--- src/rtl/load_store_exec_pkg.sv ---
// Shared processor-unit types: load modes, load/store execute FSM states and
// the big-endian byte-enable patterns used on the data bus.
package Pu_types;

    typedef enum logic [1:0] {
        Load_null     = 2'd0,
        Load_byte     = 2'd1,
        Load_halfword = 2'd2,
        Load_word     = 2'd3
    } Load_mode;

    typedef enum logic [1:0] {
        IDLE   = 2'd0,
        ACCESS = 2'd1,
        RESP   = 2'd2
    } Ls_exec_state;

    // Bit 3 of the enable vector is byte offset 0 (big-endian lane order).
    localparam logic [3:0] Be_byte0 = 4'b1000;
    localparam logic [3:0] Be_byte1 = 4'b0100;
    localparam logic [3:0] Be_byte2 = 4'b0010;
    localparam logic [3:0] Be_byte3 = 4'b0001;
    localparam logic [3:0] Be_half0 = 4'b1100;
    localparam logic [3:0] Be_half2 = 4'b0011;
    localparam logic [3:0] Be_word  = 4'b1111;

    function automatic logic [3:0] be_for(input Load_mode m, input logic [1:0] offset);
        logic [3:0] be;
        be = 4'b0000;
        case (m)
            Load_byte: begin
                case (offset)
                    2'd0:    be = Be_byte0;
                    2'd1:    be = Be_byte1;
                    2'd2:    be = Be_byte2;
                    default: be = Be_byte3;
                endcase
            end
            Load_halfword: be = offset[1] ? Be_half2 : Be_half0;
            Load_word:     be = Be_word;
            default:       be = 4'b0000;
        endcase
        return be;
    endfunction

endpackage

--- src/rtl/load_store_exec_align.sv ---
// Combinational load-lane extraction: picks the addressed byte/halfword out of
// a big-endian bus word and extends it to 32 bits.
module ls_align
    import Pu_types::*;
(
    input  logic [31:0] rdata,
    input  Load_mode    mode,
    input  logic [1:0]  offset,
    input  logic        exts,
    output logic [31:0] data
);

    logic [15:0] half;

    // Bytes are always zero-extended; only halfwords honour exts.
    always_comb begin
        data = 32'd0;
        half = offset[1] ? rdata[15:0] : rdata[31:16];
        case (mode)
            Load_byte: begin
                case (offset)
                    2'd0:    data = {24'd0, rdata[31:24]};
                    2'd1:    data = {24'd0, rdata[23:16]};
                    2'd2:    data = {24'd0, rdata[15:8]};
                    default: data = {24'd0, rdata[7:0]};
                endcase
            end
            Load_halfword: data = {{16{exts & half[15]}}, half};
            Load_word:     data = rdata;
            default:       data = 32'd0;
        endcase
    end

endmodule

--- src/rtl/load_store_exec.sv ---
// Execute-stage load/store unit: registers the bus request, runs the req/ack
// handshake and hands either load data or the effective address to writeback.
module load_store_exec
    import Pu_types::*;
#(
    parameter int ADDR_WIDTH = 32
) (
    input  logic                  clk,
    input  logic                  reset,
    input  logic                  en_dec,
    input  logic                  we,
    input  Load_mode              mode,
    input  logic                  exts,
    input  logic                  return_dout,
    input  logic                  keep_eff_addr,
    input  logic [ADDR_WIDTH-1:0] eff_addr,
    input  logic [31:0]           store_data,
    output logic                  busy,
    output logic                  mem_req,
    output logic                  mem_we,
    output logic [ADDR_WIDTH-1:0] mem_addr,
    output logic [3:0]            mem_be,
    output logic [31:0]           mem_wdata,
    input  logic                  mem_ack,
    input  logic [31:0]           mem_rdata,
    output logic [31:0]           result,
    output logic                  result_valid,
    output logic [ADDR_WIDTH-1:0] eff_addr_q,
    output logic                  align_err
);

    Ls_exec_state          state_q;
    Load_mode              mode_q;
    logic                  exts_q;
    logic                  return_dout_q;
    logic [1:0]            offset_q;
    logic [ADDR_WIDTH-1:0] addr_q;
    logic [31:0]           load_q;
    logic [31:0]           load_ext;
    logic [31:0]           addr_ext;
    logic [31:0]           wdata_rep;
    logic                  accept;
    logic                  misaligned;

    assign accept     = en_dec && (mode != Load_null) && (state_q == IDLE);
    assign misaligned = ((mode == Load_halfword) && eff_addr[0]) ||
                        ((mode == Load_word) && (eff_addr[1:0] != 2'b00));

    // Store operand replicated across every lane it could land in, so the
    // byte enables alone select what memory writes.
    always_comb begin
        wdata_rep = store_data;
        addr_ext  = 32'd0;
        case (mode)
            Load_byte:     wdata_rep = {4{store_data[7:0]}};
            Load_halfword: wdata_rep = {2{store_data[15:0]}};
            default:       wdata_rep = store_data;
        endcase
        addr_ext[ADDR_WIDTH-1:0] = addr_q;
    end

    ls_align u_align (
        .rdata  (mem_rdata),
        .mode   (mode_q),
        .offset (offset_q),
        .exts   (exts_q),
        .data   (load_ext)
    );

    // Bus outputs are held in registers, so they stay stable for the whole
    // ACCESS state regardless of how long mem_ack takes.
    always_ff @(posedge clk or posedge reset) begin
        if (reset) begin
            state_q       <= IDLE;
            busy          <= 1'b0;
            mem_req       <= 1'b0;
            mem_we        <= 1'b0;
            mem_addr      <= '0;
            mem_be        <= 4'b0000;
            mem_wdata     <= 32'd0;
            result        <= 32'd0;
            result_valid  <= 1'b0;
            align_err     <= 1'b0;
            eff_addr_q    <= '0;
            mode_q        <= Load_null;
            exts_q        <= 1'b0;
            return_dout_q <= 1'b0;
            offset_q      <= 2'd0;
            addr_q        <= '0;
            load_q        <= 32'd0;
        end else begin
            result_valid <= 1'b0;
            align_err    <= 1'b0;
            if (accept && keep_eff_addr) begin
                eff_addr_q <= eff_addr;
            end
            case (state_q)
                IDLE: begin
                    if (accept) begin
                        if (misaligned) begin
                            align_err <= 1'b1;
                        end else begin
                            mem_addr      <= {eff_addr[ADDR_WIDTH-1:2], 2'b00};
                            mem_be        <= be_for(mode, eff_addr[1:0]);
                            mem_wdata     <= wdata_rep;
                            mem_we        <= we;
                            mode_q        <= mode;
                            exts_q        <= exts;
                            return_dout_q <= return_dout;
                            offset_q      <= eff_addr[1:0];
                            addr_q        <= eff_addr;
                            mem_req       <= 1'b1;
                            busy          <= 1'b1;
                            state_q       <= ACCESS;
                        end
                    end
                end
                ACCESS: begin
                    if (mem_ack) begin
                        mem_req <= 1'b0;
                        if (!mem_we) begin
                            load_q  <= load_ext;
                            state_q <= RESP;
                        end else if (!return_dout_q) begin
                            state_q <= RESP;
                        end else begin
                            busy    <= 1'b0;
                            state_q <= IDLE;
                        end
                    end
                end
                RESP: begin
                    result_valid <= 1'b1;
                    result       <= return_dout_q ? load_q : addr_ext;
                    busy         <= 1'b0;
                    state_q      <= IDLE;
                end
                default: state_q <= IDLE;
            endcase
        end
    end

endmodule

--- config.mk ---
export PLATFORM = sky130hd
export DESIGN_NAME = load_store_exec
export DESIGN_NICKNAME = d
export VERILOG_FILES = /design/src/rtl/load_store_exec_pkg.sv /design/src/rtl/load_store_exec_align.sv /design/src/rtl/load_store_exec.sv
export SDC_FILE = /design/constraint.sdc
export NUM_CORES = 1
export LEC_CHECK = 0
export BUFFER_PORTS_ARGS = -buffer_cell sky130_fd_sc_hd__clkbuf_2
export CORE_ASPECT_RATIO = 0.8
export CORE_MARGIN = 10
export CORE_UTILIZATION = 47
export DETAILED_ROUTE_END_ITERATION = 10
export PLACE_DENSITY = 0.87
export SLEW_MARGIN = 20
export SYNTH_ARGS = -nofsm -noshare
export SYNTH_HDL_FRONTEND = slang
export SYNTH_SLANG_ARGS = --single-unit
--- constraint.sdc ---
create_clock -name clk -period 4.9 [get_ports clk]
set_input_delay 0.245 -clock clk [delete_from_list [all_inputs] [get_ports clk]]
set_output_delay 0.245 -clock clk [all_outputs]
set_load 0.01 [all_outputs]
==> summary by stage <==
Global routing
For this run the aggregate overflow at the end of global routing stands at 0. The global-route wire length before repair is 34.9 mm. In the global route stage, overall resource usage came out at 0.192. The number of antenna violations at the first check in global routing came to 1. The via count of the first global-routing pass is around 6,300. The largest net degree at the start of global routing is 176.

Worst setup path
The master of the slowest instance on the critical path is sky130_fd_sc_hd__nand3_4. The sum of buffers and inverters on the critical path is 2. Counting cells, the worst reg-to-reg path comes to 6.

Counting buffers and inverters, the worst setup path is 6 cells deep. The setup check on the worst reg-to-reg path leaves a slack of 2.12 ns. The critical path class is flip-flop to flip-flop.

The origin of the critical flop-to-flop path is state_q[0]. Tracing the worst setup path back leads to its startpoint at state_q[0]. The largest single stage delay on the critical path is 0.79 ns. The critical path required time is 5.20 ns.

The startpoint kind of the worst setup timing path is a flip-flop. The kind of capture point of the worst setup path is a flip-flop. The signal on the critical path passes through inv_1, ha_1, and3b_1, nand3_4, buf_4, mux2_4. In this run the worst path has a maximum fanout of 91. The capturing instance or port of the critical path is addr_ext[12].

The data arrival time of the worst path is 3.08 ns. The endpoint identified for the worst register-to-register timing path is addr_ext[12]. The cell family contributing the most delay on the critical path is simple AND/OR/NAND/NOR gates.

Cells and area
The fraction of layout instances using a drive strength above 1 is 0.413. In the layout the commonest cells are sky130_fd_sc_hd__clkbuf_2, sky130_fd_sc_hd__dfrtp_1, sky130_fd_sc_hd__nand2_1. The final-stage net count is 1,004. Excluding fillers, the count of instances in the completed layout stands at 1,124. The register area is 4380 µm². The number of inserted filler cells in the final layout is ~1,400. The library cell used most frequently in the layout, excluding fill and tap cells, is sky130_fd_sc_hd__clkbuf_2.

The multi-input combinational cells in the finished layout cover a total of 3210 µm². For this run, the share of the core covered by cells in the final layout is 0.580. The area added between synthesis and finish is 19.8%.

Route
The post-route antenna net violation count is 0. The average vias per placed instance is 5.35. Before antenna repair, the detailed router went through 5 iterations.

The total routed wirelength is around 22 mm. The first routing iteration left 370 violations. Detailed routing inserted a total of 6,013 vias. The mean routed wirelength per cell is 20.0 µm. The total DRC errors in the routed layout is 0.

STA
The setup clock skew after layout is 0.0106 ns. The max-slew violation count was 0. The total negative slack for setup checks is 0 ns. Setup repair after global routing left no endpoint under its margin.

The normalized max-slew margin is 0.281. The slew at the pin closest to its max-slew limit is 1.08 ns. Setup violations remaining at the end of the flow were counted as 0. The fraction of the cycle the final worst path needs is 0.567. For this run, the top clock speed supported by timing is roughly 360 MHz. The hold violation total from the final report is 0. Counting I/O delays and the setup requirement, the final critical path takes around 2.8 ns.

CTS
The clock passes through at most 2 buffers. Clock tree synthesis selected as its root buffer the cell sky130_fd_sc_hd__clkbuf_16. Buffers inserted to repair hold after CTS numbered 0. The clock network latency to the later pin of the worst-skew pair is 0.42 ns. Clock tree synthesis inserted a total of 17 buffers. The buffers inserted during post-CTS setup optimization is 0. Clock-pin slew was measured on the worst setup and hold paths at about 0.06 ns. The count of clock tree sinks is 175. The number of gates given a new drive strength after cts is 0.

The H-tree generated during clock tree synthesis spans 4 levels. TritonCTS built the clock tree.

Flow run
The tool flagged a number of max-cap violations equal to 0.

Floorplan
The floorplan die area is about 23,000 µm². The initialized floorplan defines 42 standard-cell rows. The vertical die dimension is between 100 and 150 µm.

The core region is 16,700 µm². The chip width is 167 µm. The effective utilization at floorplan is 0.484. In this run the count of I/O pins placed on the die edge is 243.

Pwr
The reported leakage power is between 4 and 5 nW. Summing internal, switching and leakage power gives 0.00634 W. IR analysis of the VDD net gives a maximum drop of 0.340 mV. The power density over the cells is 654 nW/µm².

Placement
The wire-length estimate of the detail-placed layout is 16.6 mm. The weighted congestion at the end of routability-driven global placement is 0.900. After detailed placement, the design holds a cell count of 1,091.

Input and output buffers added on the ports amount to 240.

Logic synthesis
The area of the mapped netlist is 8090 µm². Synthesis instantiated 35 different standard cells from the library. The register area share after synthesis is 0.541.

Synthesis produced 706 cells. Yosys printed 0 warnings. In this run the mean area of a mapped cell was ~11 µm². The synthesized flop and latch total is 175.

Status
The run finished with clean final reports.

Hold path
The type of the worst min-delay path is input port to flip-flop.
## sequential cells by signal, indices dropped and copies added, names as in the netlist
signal and cells:
return_dout_q 1, load_q 32, mem_req 1, mem_be 4
busy 1, exts_q 1, state_q 2, addr_ext 31
mem_we 1, mode_q 2, mem_wdata 32, result 32
offset_q 1, align_err 1, eff_addr_q 32, result_valid 1
## report_power, final
| part | switching [W] | internal [W] | leakage, nW |
|---|---|---|---|
| sequential | 0.000558 | 0.00211 | 2.14 |
| combinational | 0.00126 | 0.00115 | 2.40 |
| clock | 0.000572 | 0.000693 | 0.266 |
## synthesized netlist by cell type
library cell / count / share of area
sky130_fd_sc_hd__dfrtp_1: 175 / 0.54
sky130_fd_sc_hd__ha_1: 8 / 0.012
sky130_fd_sc_hd__clkbuf_1: 22 / 0.010
sky130_fd_sc_hd__nor3_4: 1 / 0.0020
sky130_fd_sc_hd__and2_1: 2 / 0.0015
sky130_fd_sc_hd__a21oi_1: 53 / 0.033
sky130_fd_sc_hd__nand2b_1: 2 / 0.0015
sky130_fd_sc_hd__buf_4: 32 / 0.030
sky130_fd_sc_hd__a21boi_0: 1 / 0.00093
sky130_fd_sc_hd__or2_2: 1 / 0.00077
sky130_fd_sc_hd__a22oi_1: 24 / 0.022
sky130_fd_sc_hd__nor2_4: 1 / 0.0014
sky130_fd_sc_hd__buf_1: 3 / 0.0014
sky130_fd_sc_hd__o21ai_1: 17 / 0.011
sky130_fd_sc_hd__conb_1: 1 / 0.00046
sky130_fd_sc_hd__nand2_1: 80 / 0.037
sky130_fd_sc_hd__nor2b_1: 10 / 0.0077
sky130_fd_sc_hd__mux2_4: 18 / 0.033
sky130_fd_sc_hd__nand4_1: 1 / 0.00077
sky130_fd_sc_hd__a31oi_1: 8 / 0.0062
sky130_fd_sc_hd__buf_2: 16 / 0.0099
sky130_fd_sc_hd__mux4_2: 8 / 0.022
sky130_fd_sc_hd__mux2i_1: 43 / 0.053
sky130_fd_sc_hd__nand3_1: 1 / 0.00062
sky130_fd_sc_hd__nor2_1: 34 / 0.016
sky130_fd_sc_hd__and3b_1: 1 / 0.0011
sky130_fd_sc_hd__mux2_2: 63 / 0.088
sky130_fd_sc_hd__or2_1: 1 / 0.00077
sky130_fd_sc_hd__a211oi_1: 1 / 0.00093
sky130_fd_sc_hd__buf_6: 6 / 0.0084
sky130_fd_sc_hd__a21o_1: 3 / 0.0028
sky130_fd_sc_hd__o21ai_2: 1 / 0.0011
sky130_fd_sc_hd__inv_1: 10 / 0.0046
sky130_fd_sc_hd__o21ai_0: 57 / 0.035
sky130_fd_sc_hd__nand3_2: 1 / 0.0012
## worst min-delay path by stage
stage | start | end | slack (ns) | cells past startpoint
final | we | mem_we | 0.06 | 2
after global routing | exts | exts_q | 0.05 | 2
after CTS | exts | exts_q | 0.04 | 2
after detailed placement | mem_wdata[15] | mem_wdata[15] | 0.47 | 2
after global placement | mem_wdata[13] | mem_wdata[13] | 0.46 | 2
after floorplan | eff_addr[10] | addr_ext[10] | 0.39 | 1
## logic make-up (layout without fill, tap and decap cells)
family / Yosys count / after routing / synth area share
compound gates: 165 / 165 / 0.113
fa+ha+maj: 8 / 8 / 0.0124
buf+inv: 89 / 285 / 0.0642
flops: 175 / 175 / 0.541
mux: 132 / 132 / 0.197
other cells: 1 / 3 / 0.000464
simple gates: 136 / 136 / 0.0724
## per-stage QoR
step           instance area, µm²  hold WS (ns)  setup slack [ns]
3_5_place_dp                 9140         0.469              2.01
4_1_cts                      9690        0.0396              2.10
3_3_place_gp                 9140         0.461              2.09
5_1_grt                      9700        0.0452              1.93
2_1_floorplan                8100         0.394              2.42
6_report                     9700        0.0623              2.12
## metal layers
metal / global-route usage / share of wire / up-vias
met5: 0 / 0 / -
met4: 0.0818 / 0.031 / 0
met3: 0.0569 / 0.061 / 41
met2: 0.309 / 0.48 / 219
met1: 0.238 / 0.42 / 2957
li1: - / - / 2796
## area by class of cell
cell class                      count  share of cell area
Inverter                           10             0.00426
Clock buffer                       21              0.0485
Sequential cell                   175               0.452
Multi-Input combinational cell    443               0.331
Timing Repair Buffer              243               0.128
Clock inverter                     11             0.00839
Antenna cell                        1            0.000258
Tap cell                          220              0.0284
No activity file was read; power rests on OpenSTA's default activity.
